==> src/rtl/clint_pkg.sv <==
// Shared register offsets, defaults, state/record types and byte-merge helper for the CLINT.
package clint_pkg;

  localparam logic [15:0] clint_msip_addr        = 16'h0000;
  localparam logic [15:0] clint_mtimecmp_lo_addr = 16'h4000;
  localparam logic [15:0] clint_mtimecmp_hi_addr = 16'h4004;
  localparam logic [15:0] clint_mtime_lo_addr    = 16'hBFF8;
  localparam logic [15:0] clint_mtime_hi_addr    = 16'hBFFC;

  localparam int          clint_default_prescale = 1;
  localparam logic [63:0] clint_default_mtimecmp = 64'hFFFF_FFFF_FFFF_FFFF;

  typedef enum logic {IDLE, RESP} clint_state_type;

  typedef struct packed {
    clint_state_type state;
    logic [15:0]     addr;
    logic [3:0]      wstrb;
    logic            instr;
    logic            msip;
    logic [63:0]     mtimecmp;
    logic            ready;
    logic [31:0]     rdata;
  } clint_reg_type;

  function automatic logic [31:0] clint_merge(input logic [31:0] old_value,
                                              input logic [31:0] wdata,
                                              input logic [3:0]  wstrb);
    logic [31:0] result;
    result = old_value;
    for (int i = 0; i < 4; i++) begin
      if (wstrb[i]) result[8*i +: 8] = wdata[8*i +: 8];
    end
    return result;
  endfunction

endpackage

==> src/rtl/clint_timer.sv <==
// Prescaled 64-bit mtime counter with byte-strobed writes and the registered mtip compare.
module clint_timer
  import clint_pkg::*;
#(
  parameter int clint_prescale = clint_default_prescale
) (
  input  logic        clock,
  input  logic        reset,
  input  logic        write_lo,
  input  logic        write_hi,
  input  logic [31:0] wdata,
  input  logic [3:0]  wstrb,
  input  logic [63:0] mtimecmp_next,
  output logic [63:0] mtime,
  output logic        mtip
);

  localparam int count_width = (clint_prescale > 1) ? $clog2(clint_prescale) : 1;
  localparam logic [count_width-1:0] count_last = count_width'(clint_prescale - 1);

  logic [count_width-1:0] count_reg;
  logic [63:0]            mtime_reg;
  logic [63:0]            mtime_next;
  logic                   mtip_reg;
  logic                   tick;

  assign tick = (count_reg == count_last);

  // Any mtime write freezes the whole 64-bit value for that cycle; the prescaler is unaffected.
  always_comb begin
    mtime_next = mtime_reg;
    if (write_lo || write_hi) begin
      if (write_lo) mtime_next[31:0]  = clint_merge(mtime_reg[31:0], wdata, wstrb);
      if (write_hi) mtime_next[63:32] = clint_merge(mtime_reg[63:32], wdata, wstrb);
    end else if (tick) begin
      mtime_next = mtime_reg + 64'd1;
    end
  end

  always_ff @(posedge clock or posedge reset) begin
    if (reset) begin
      count_reg <= '0;
      mtime_reg <= '0;
      mtip_reg  <= 1'b0;
    end else begin
      count_reg <= tick ? '0 : count_reg + count_width'(1);
      mtime_reg <= mtime_next;
      mtip_reg  <= (mtime_next >= mtimecmp_next);
    end
  end

  assign mtime = mtime_reg;
  assign mtip  = mtip_reg;

endmodule

==> src/rtl/clint.sv <==
// CLINT slave: address decode, two-state handshake, msip/mtimecmp registers.
// Define CLINT_MTIME_LATCH_EN to make 0xBFFC return mtime[63:32] captured by the last 0xBFF8 read.
module clint
  import clint_pkg::*;
#(
  parameter int          clint_prescale       = clint_default_prescale,
  parameter logic [63:0] clint_mtimecmp_reset = clint_default_mtimecmp
) (
  input  logic        clock,
  input  logic        reset,
  input  logic        memory_valid,
  input  logic        memory_instr,
  input  logic [31:0] memory_addr,
  input  logic [31:0] memory_wdata,
  input  logic [3:0]  memory_wstrb,
  output logic [31:0] memory_rdata,
  output logic        memory_ready,
  output logic        msip,
  output logic        mtip,
  output logic [63:0] mtime
);

  localparam clint_reg_type reset_reg = '{
    state:    IDLE,
    addr:     16'h0,
    wstrb:    4'h0,
    instr:    1'b0,
    msip:     1'b0,
    mtimecmp: clint_mtimecmp_reset,
    ready:    1'b0,
    rdata:    32'h0
  };

  clint_reg_type r;
  logic [15:0]   offset;
  logic          accept;
  logic          write_en;
  logic          read_en;
  logic          msip_next;
  logic [63:0]   mtimecmp_next;
  logic [31:0]   read_data;
  logic          unused_bits;

  assign offset   = memory_addr[15:0];
  assign accept   = (r.state == IDLE) && memory_valid;
  assign write_en = accept && !memory_instr && (memory_wstrb != 4'h0);
  assign read_en  = accept && !memory_instr && (memory_wstrb == 4'h0);

  always_comb begin
    msip_next     = r.msip;
    mtimecmp_next = r.mtimecmp;
    if (write_en) begin
      case (offset)
        clint_msip_addr:        if (memory_wstrb[0]) msip_next = memory_wdata[0];
        clint_mtimecmp_lo_addr: mtimecmp_next[31:0]  = clint_merge(r.mtimecmp[31:0], memory_wdata, memory_wstrb);
        clint_mtimecmp_hi_addr: mtimecmp_next[63:32] = clint_merge(r.mtimecmp[63:32], memory_wdata, memory_wstrb);
        default: ;
      endcase
    end
  end

`ifdef CLINT_MTIME_LATCH_EN
  logic [31:0] shadow_reg;

  always_ff @(posedge clock or posedge reset) begin
    if (reset) begin
      shadow_reg <= 32'h0;
    end else if (read_en && offset == clint_mtime_lo_addr) begin
      shadow_reg <= mtime[63:32];
    end
  end
`else
  logic unused_read_en;
  assign unused_read_en = read_en;
`endif

  always_comb begin
    read_data = 32'h0;
    case (offset)
      clint_msip_addr:        read_data = {31'h0, r.msip};
      clint_mtimecmp_lo_addr: read_data = r.mtimecmp[31:0];
      clint_mtimecmp_hi_addr: read_data = r.mtimecmp[63:32];
      clint_mtime_lo_addr:    read_data = mtime[31:0];
`ifdef CLINT_MTIME_LATCH_EN
      clint_mtime_hi_addr:    read_data = shadow_reg;
`else
      clint_mtime_hi_addr:    read_data = mtime[63:32];
`endif
      default: ;
    endcase
  end

  // Read data is captured at acceptance, so a write returns the value it overwrote.
  always_ff @(posedge clock or posedge reset) begin
    if (reset) begin
      r <= reset_reg;
    end else begin
      r.msip     <= msip_next;
      r.mtimecmp <= mtimecmp_next;
      case (r.state)
        IDLE: begin
          r.ready <= 1'b0;
          r.rdata <= 32'h0;
          if (memory_valid) begin
            r.state <= RESP;
            r.addr  <= offset;
            r.wstrb <= memory_wstrb;
            r.instr <= memory_instr;
            r.ready <= 1'b1;
            r.rdata <= memory_instr ? 32'h0 : read_data;
          end
        end
        RESP: begin
          r.state <= IDLE;
          r.ready <= 1'b0;
          r.rdata <= 32'h0;
        end
      endcase
    end
  end

  clint_timer #(
    .clint_prescale(clint_prescale)
  ) timer (
    .clock         (clock),
    .reset         (reset),
    .write_lo      (write_en && offset == clint_mtime_lo_addr),
    .write_hi      (write_en && offset == clint_mtime_hi_addr),
    .wdata         (memory_wdata),
    .wstrb         (memory_wstrb),
    .mtimecmp_next (mtimecmp_next),
    .mtime         (mtime),
    .mtip          (mtip)
  );

  // Latched request fields are kept for debug visibility only.
  assign unused_bits = ^{memory_addr[31:16], r.addr, r.wstrb, r.instr};

  assign memory_ready = r.ready;
  assign memory_rdata = r.rdata;
  assign msip         = r.msip;

endmodule
==> config.mk <==
export PLATFORM = sky130hd
export DESIGN_NAME = clint
export DESIGN_NICKNAME = d
export VERILOG_FILES = /design/src/rtl/clint_pkg.sv /design/src/rtl/clint_timer.sv /design/src/rtl/clint.sv
export SDC_FILE = /design/constraint.sdc
export NUM_CORES = 1
export LEC_CHECK = 0
export BUFFER_PORTS_ARGS = -buffer_cell sky130_fd_sc_hd__buf_2
export CORE_UTILIZATION = 58
export DETAILED_ROUTE_END_ITERATION = 12
export HOLD_SLACK_MARGIN = 0.15
export PLACE_DENSITY_LB_ADDON = 0.25
export SKIP_CTS_REPAIR_TIMING = 1
export SLEW_MARGIN = 20
export SYNTH_ARGS = -nofsm -noshare
export SYNTH_HDL_FRONTEND = slang
export SYNTH_SLANG_ARGS = --single-unit
==> constraint.sdc <==
create_clock -name clock -period 6 [get_ports clock]
set_input_delay 0.9 -clock clock [delete_from_list [all_inputs] [get_ports clock]]
set_output_delay 0.9 -clock clock [all_outputs]
set_load 0.005 [all_outputs]
### Word level (Yosys, flattened, before mapping)

Index checks and enable logic that the tools add are counted.

* add/sub/neg operators: 2
* $lt $le $gt $ge: 1
* equal/unequal tests: 4
* muxes and demuxes: 30
* bitwise gates (word level): 1
* reductions and logical operators: 11

Operators by type and width (count)
* 64-bit 2-to-1 mux: 3
* 32-bit 2-to-1 mux: 5
* 32-bit one-hot mux with 5 select lines: 1
* 8-bit 2-to-1 mux: 16
* 33-bit one-hot mux with 2 select lines: 1
* 64-bit by 1-bit adder with 64-bit output (second input constant): 1
* 64-bit >= comparator: 1
* 33-bit 2-to-1 mux: 1
* 16-bit by 15-bit == test with 1-bit output (second input constant): 2
* 16-bit == test (second input constant): 2
* 22-bit 2-to-1 mux: 1
* 16-bit logical NOT: 1
* 1-bit logical AND: 5
* 4-bit nonzero test: 1
* 3-bit AND reduction: 1
* 1-bit one-hot mux with 2 select lines: 1
* 2-bit AND reduction: 1
* 1-bit adder (second input constant): 1
* 1-bit logical NOT: 1
* 1-bit logical OR: 1
* 1-bit 2-to-1 mux: 1
* 1-bit inverter: 1

* register bits: 186
* bits of input ports: 72
* output and inout port bits: 99
* logic and storage cells: 60

### Longest topological paths before layout

* depth in word-level cells: 8
* depth in mapped cells: 16
* depth with buffers taken out: 14

### Modules after synthesis

Synthesis repeated with hierarchy kept, for this count alone.

* cell total of the unflattened synthesis: 1043
* area total of the unflattened synthesis: 10453.8 µm²

By module, submodules not included
* clint_timer: instances 1, cells each 692, area each 5540.3 µm², seq. area each 1626.6 µm²
* clint: instances 1, cells each 351, area each 4913.5 µm², seq. area each 2532.4 µm²

### Least setup slack after synthesis

OpenSTA, ideal clock, no wires.

* kind: input to register
* start: input port memory_addr[3]
* end: register timer.mtip_reg (netlist: timer.mtip)
* library setup time: 0.130 ns
* arrival time: 3.790 ns
* required time: 5.870 ns
* setup slack: 2.080 ns
* stages: 14
* buffers on the path: 1
* cells stage by stage: nor4_1 > nand4_1 > or2_2 > nor2_2 > nand3_1 > buf_2 > mux2i_1 > ha_1 > a21oi_1 > nand2_1 > a221o_1 > o31a_1 > nor3_1 > o21ai_0

* word-level cells in the longest chain between the ends: 5
* elaborated cells on any way between the ends: 14
* classes of those cells: order compare (1); eq/ne (4); mux (6); reduce/logical (3)

RTL lines
* start: declaration: line clint.sv:13 `input logic [31:0] memory_addr,`
* 16-bit == test (on tied branches): line clint.sv:127, clint.sv:128
* 1-bit logical AND (on tied branches): line clint.sv:127, clint.sv:128
* 32-bit 2-to-1 mux (tied with other cells): line clint_timer.sv:33 `if (write_lo) mtime_next[31:0] = clint_merge(mtime_reg[31:0], wdata, wstrb);`
* 64-bit 2-to-1 mux: line clint_timer.sv:32 `if (write_lo || write_hi) begin`
* 64-bit >= comparator (*): line clint_timer.sv:48 `mtip_reg <= (mtime_next >= mtimecmp_next);`
* end signal: assignment: line clint_timer.sv:48
* end: declaration: line clint_timer.sv:24 `logic mtip_reg;`

Mark *: on every way between the ends. The rest lies on a longest branch, timed or not.
A chain may end at the register's enable or synchronous reset.

### Worst setup path in the final report

* start: input port memory_wstrb[1]
* end: register timer.mtip_reg (netlist: timer.mtip)

* word-level cells in the longest chain between the ends: 6
* elaborated cells on any way between the ends: 16
* classes of those cells: order compare (1); mux (10); reduce/logical (5)

RTL lines
* start: declaration: line clint.sv:15 `input logic [3:0] memory_wstrb,`
* 4-bit nonzero test: line clint.sv:46 `assign write_en = accept && !memory_instr && (memory_wstrb != 4'h0);`
* 1-bit logical AND: line clint.sv:46
* 1-bit logical AND (on tied branches): line clint.sv:127, clint.sv:128
* 32-bit 2-to-1 mux or 1-bit logical OR (tied branches): line clint_timer.sv:33, clint_timer.sv:32
* 64-bit 2-to-1 mux (*): line clint_timer.sv:32
* via timer.mtime_next[13]: line clint_timer.sv:23 `logic [63:0] mtime_next;`
* 64-bit >= comparator (*): line clint_timer.sv:48

The timed path passes the listed nets; every way through them passes the cells marked *.

==> metrics.csv <==
metric;value;unit
Internal Dissipation;1.88;mW
WL/cell;22.5;um
Layout Nets;1320;
pin count of the biggest net entering global routing;72;
synth warn;0;
vias in the first global route;9115;
remaining antenna violation count;0;
Die Y;136;um
max-slew violations;0;
VDD IR max;201;uV
CP Launch Type;input port;
Final Cycle Share;77.4;%
r2r endpoint;timer.mtip$_DFF_PP0_;
Switch Pwr;0.590;mW
core area;0.0175;mm^2
CTS tree;yes;
hold crit path type;reg -> reg;
run status;finished clean;
n_diodes;0;
type of destination of the critical path;flip-flop;
Reg power frac;46.5;%
clock slew at reported path FFs;0.06;ns
I/O pins;171;
Root Buffer;clkbuf_16;
Worst-Margin Slew;1.00;ns
die area;0.0186;mm^2
placed insts;1389;
first drt pass iteration count;6;
Via density;6.73;
Clk pwr share;45.8;%
Mapped Area;0.0105;mm^2
synth unique cells;67;
Vias;9570;
syn_nets;1213;
Yosys reg bits;163;
Max-cap violations;0;
total congestion overflow;0;
Worst Hold Path EP;memory_ready$_DFF_PP0_;
final instance area;0.0118;mm^2
switch share;23.9;%
Crit Path Category;in -> reg;
DRC viols;0;
Cells after Synth;1076;
number of fill cells;1411;
register area;0.00416;mm^2
GRT Overall Usage;35.8;%
Crit path required time;6.31;ns
Cell Pwr Density;209;mW/mm^2
total chip power;2.47;mW
insertion delay to the later sink of the worst-skew pair;0.43;ns
crit-path max FO;46;
final setup vio count;0;
global-route wire length before repair;50.2;mm
Area growth syn-to-layout;12.9;%
Post-synth ARST share;100;%
worst hold start;memory_ready$_DFF_PP0_;
worst r2r src;timer.mtime[0]$_DFF_PP0_;
EDFF count, synth;0;
reg-to-reg slack, setup;1.37;ns
DRT iter0 DRCs;1252;
Setup Skew;0.00749;ns
fin crit period;4.64;ns
Pleak;5.58;nW
fin cells;1421;
RSZ-0062 raised after global routing;no;
Num CTS Buffers;17;
Max Fclk;0.215;GHz
Final TNS setup;0;ns
initial core utilization;59.9;%
# rows;48;
CTS Sinks;163;
Gate power share;7.7;%
die width;136;um
Max Buffers Root-to-Sink;2;
initial antenna violation count;1;
r2r worst-path depth;14;
layout cells sized above 1;29.1;%
HPWL Detailed;22.9;mm
H-tree depth;4;
WL final;31.9;mm
final RePlAce weighted congestion;0.966;
post-synthesis sequential area ratio;39.7;%
port bufs;154;
area of the multi-input gates;0.00571;mm^2
WHS Path Cells;1;
Post-DP Area;0.0112;mm^2
Mapped Avg Cell Area;9.73;um^2
top_reg_cell synth;dfrtp_1;
CP arrival;4.95;ns
relative slew slack;33.1;%
Hold Vio Cnt, Final;0;
worst max-delay path: stages:
cell and delay, ns:
buf_2 0.14, nor4_1 0.62, nor2_1 0.32, nand2_2 0.44, buf_12 0.28, nand2_1 0.18
o21a_1 0.22, a211oi_1 0.34, ha_1 0.32, a211oi_1 0.24, nor2_1 0.10, a211oi_1 0.28
o211ai_1 0.24, a31oi_1 0.21, o21ai_0 0.09
worst max path at each step:
stage	startpoint	endpoint	slack, ns
after floorplan	reset	memory_rdata[0]$_DFF_PP0_	0.80
after global placement	memory_addr[6]	timer.mtip$_DFF_PP0_	1.27
after detailed placement	memory_wstrb[0]	timer.mtip$_DFF_PP0_	1.05
after CTS	memory_wstrb[0]	timer.mtip$_DFF_PP0_	1.49
after global routing	timer.mtime[0]$_DFF_PP0_	timer.mtip$_DFF_PP0_	1.17
final	memory_wstrb[1]	timer.mtip$_DFF_PP0_	1.36
cell families (layout without fill, tap and decap cells):
group                      Yosys count  in the layout  synth area share, %
muxes                              128            128                 13.0
buffers and inverters              126            246                 5.93
and+or+nand+nor                    355            355                 17.3
AOI/OAI and AO/OA                  237            237                 16.1
DFF                                163            163                 39.7
adders and majority gates           65             65                 7.77
xor gates and xnor gates             2              2                0.167
cell usage in the layout (no fill, tap or decap), drive strengths merged, types with 4 or more instances in the layout:
master,count
a211oi,23
a21o,9
a21oi,61
a221oi,4
a222oi,29
a311oi,10
a31oi,5
a41o,5
and2,6
and3,18
and4,12
buf,168
clkbuf,24
clkinv,4
dfrtp,99
dfstp,64
ha,65
inv,46
mux2,62
mux2i,66
nand2,80
nand3,35
nand4,27
nor2,105
nor3,32
nor4,13
o211ai,5
o21a,8
o21ai,37
o221a,4
o22ai,7
o31ai,4
o32ai,10
or3,12
per-stage QoR:
step           hold WS [ns]  util (%)  setup slack (ns)
2_1_floorplan         0.492         -             0.801
3_3_place_gp          0.493      64.2              1.27
3_5_place_dp          0.498      64.2              1.05
4_1_cts               0.509      67.7              1.49
5_1_grt               0.552      67.7              1.17
6_report              0.510      67.7              1.36
power by group through the flow:
stage | clock (mW) | combinational (mW) | sequential [mW]
final | 1.13 | 0.191 | 1.15
after global routing | 1.19 | 0.212 | 1.15
after CTS | 1.14 | 0.188 | 1.15
after detailed placement | 0 | 0.187 | 1.17
after global placement | 0 | 0.181 | 1.16
after floorplan | 0 | 0.0989 | 1.16
synth_stat cells (all sizes together) (5+ instances only):
cell type	instances	share of area [%]
mux2i	66	6.3
nor3	32	1.6
and3	18	1.1
o22ai	7	0.42
and4	12	1.0
nand3	35	1.7
a222oi	29	2.8
nand2	80	2.9
o21ai	37	1.8
dfrtp	99	24
o21a	8	0.57
o211ai	5	0.36
a41o	5	0.48
a21o	9	0.65
a31oi	5	0.30
o32ai	10	0.84
dfstp	64	16
inv	46	1.6
a311oi	10	0.84
mux2	62	6.7
a211oi	23	1.6
or3	12	0.76
a21oi	61	2.9
nand4	27	1.9
clkbuf	37	1.3
ha	65	7.8
nor2	105	3.9
nor4	13	1.1
buf	43	3.0
and2	6	0.36
per-layer routing:
metal	vias to the layer above	track usage, %	wire length (um)	part of all wire (%)
li1	4247	-	-	-
met1	4608	50.6	13400	42
met2	626	52.7	14200	44
met3	87	7.16	3320	10
met4	2	15.9	1020	3.2
met5	-	0	13	0.041
final cells by class:
cell class | count | area share, %
Timing Repair Buffer | 168 | 7.51
Tap cell | 225 | 2.38
Clock buffer | 24 | 4.07
Multi-Input combinational cell | 787 | 48.3
Sequential cell | 163 | 35.2
Clock inverter | 8 | 1.06
Inverter | 46 | 1.50
No activity file was read; power rests on OpenSTA's default activity.
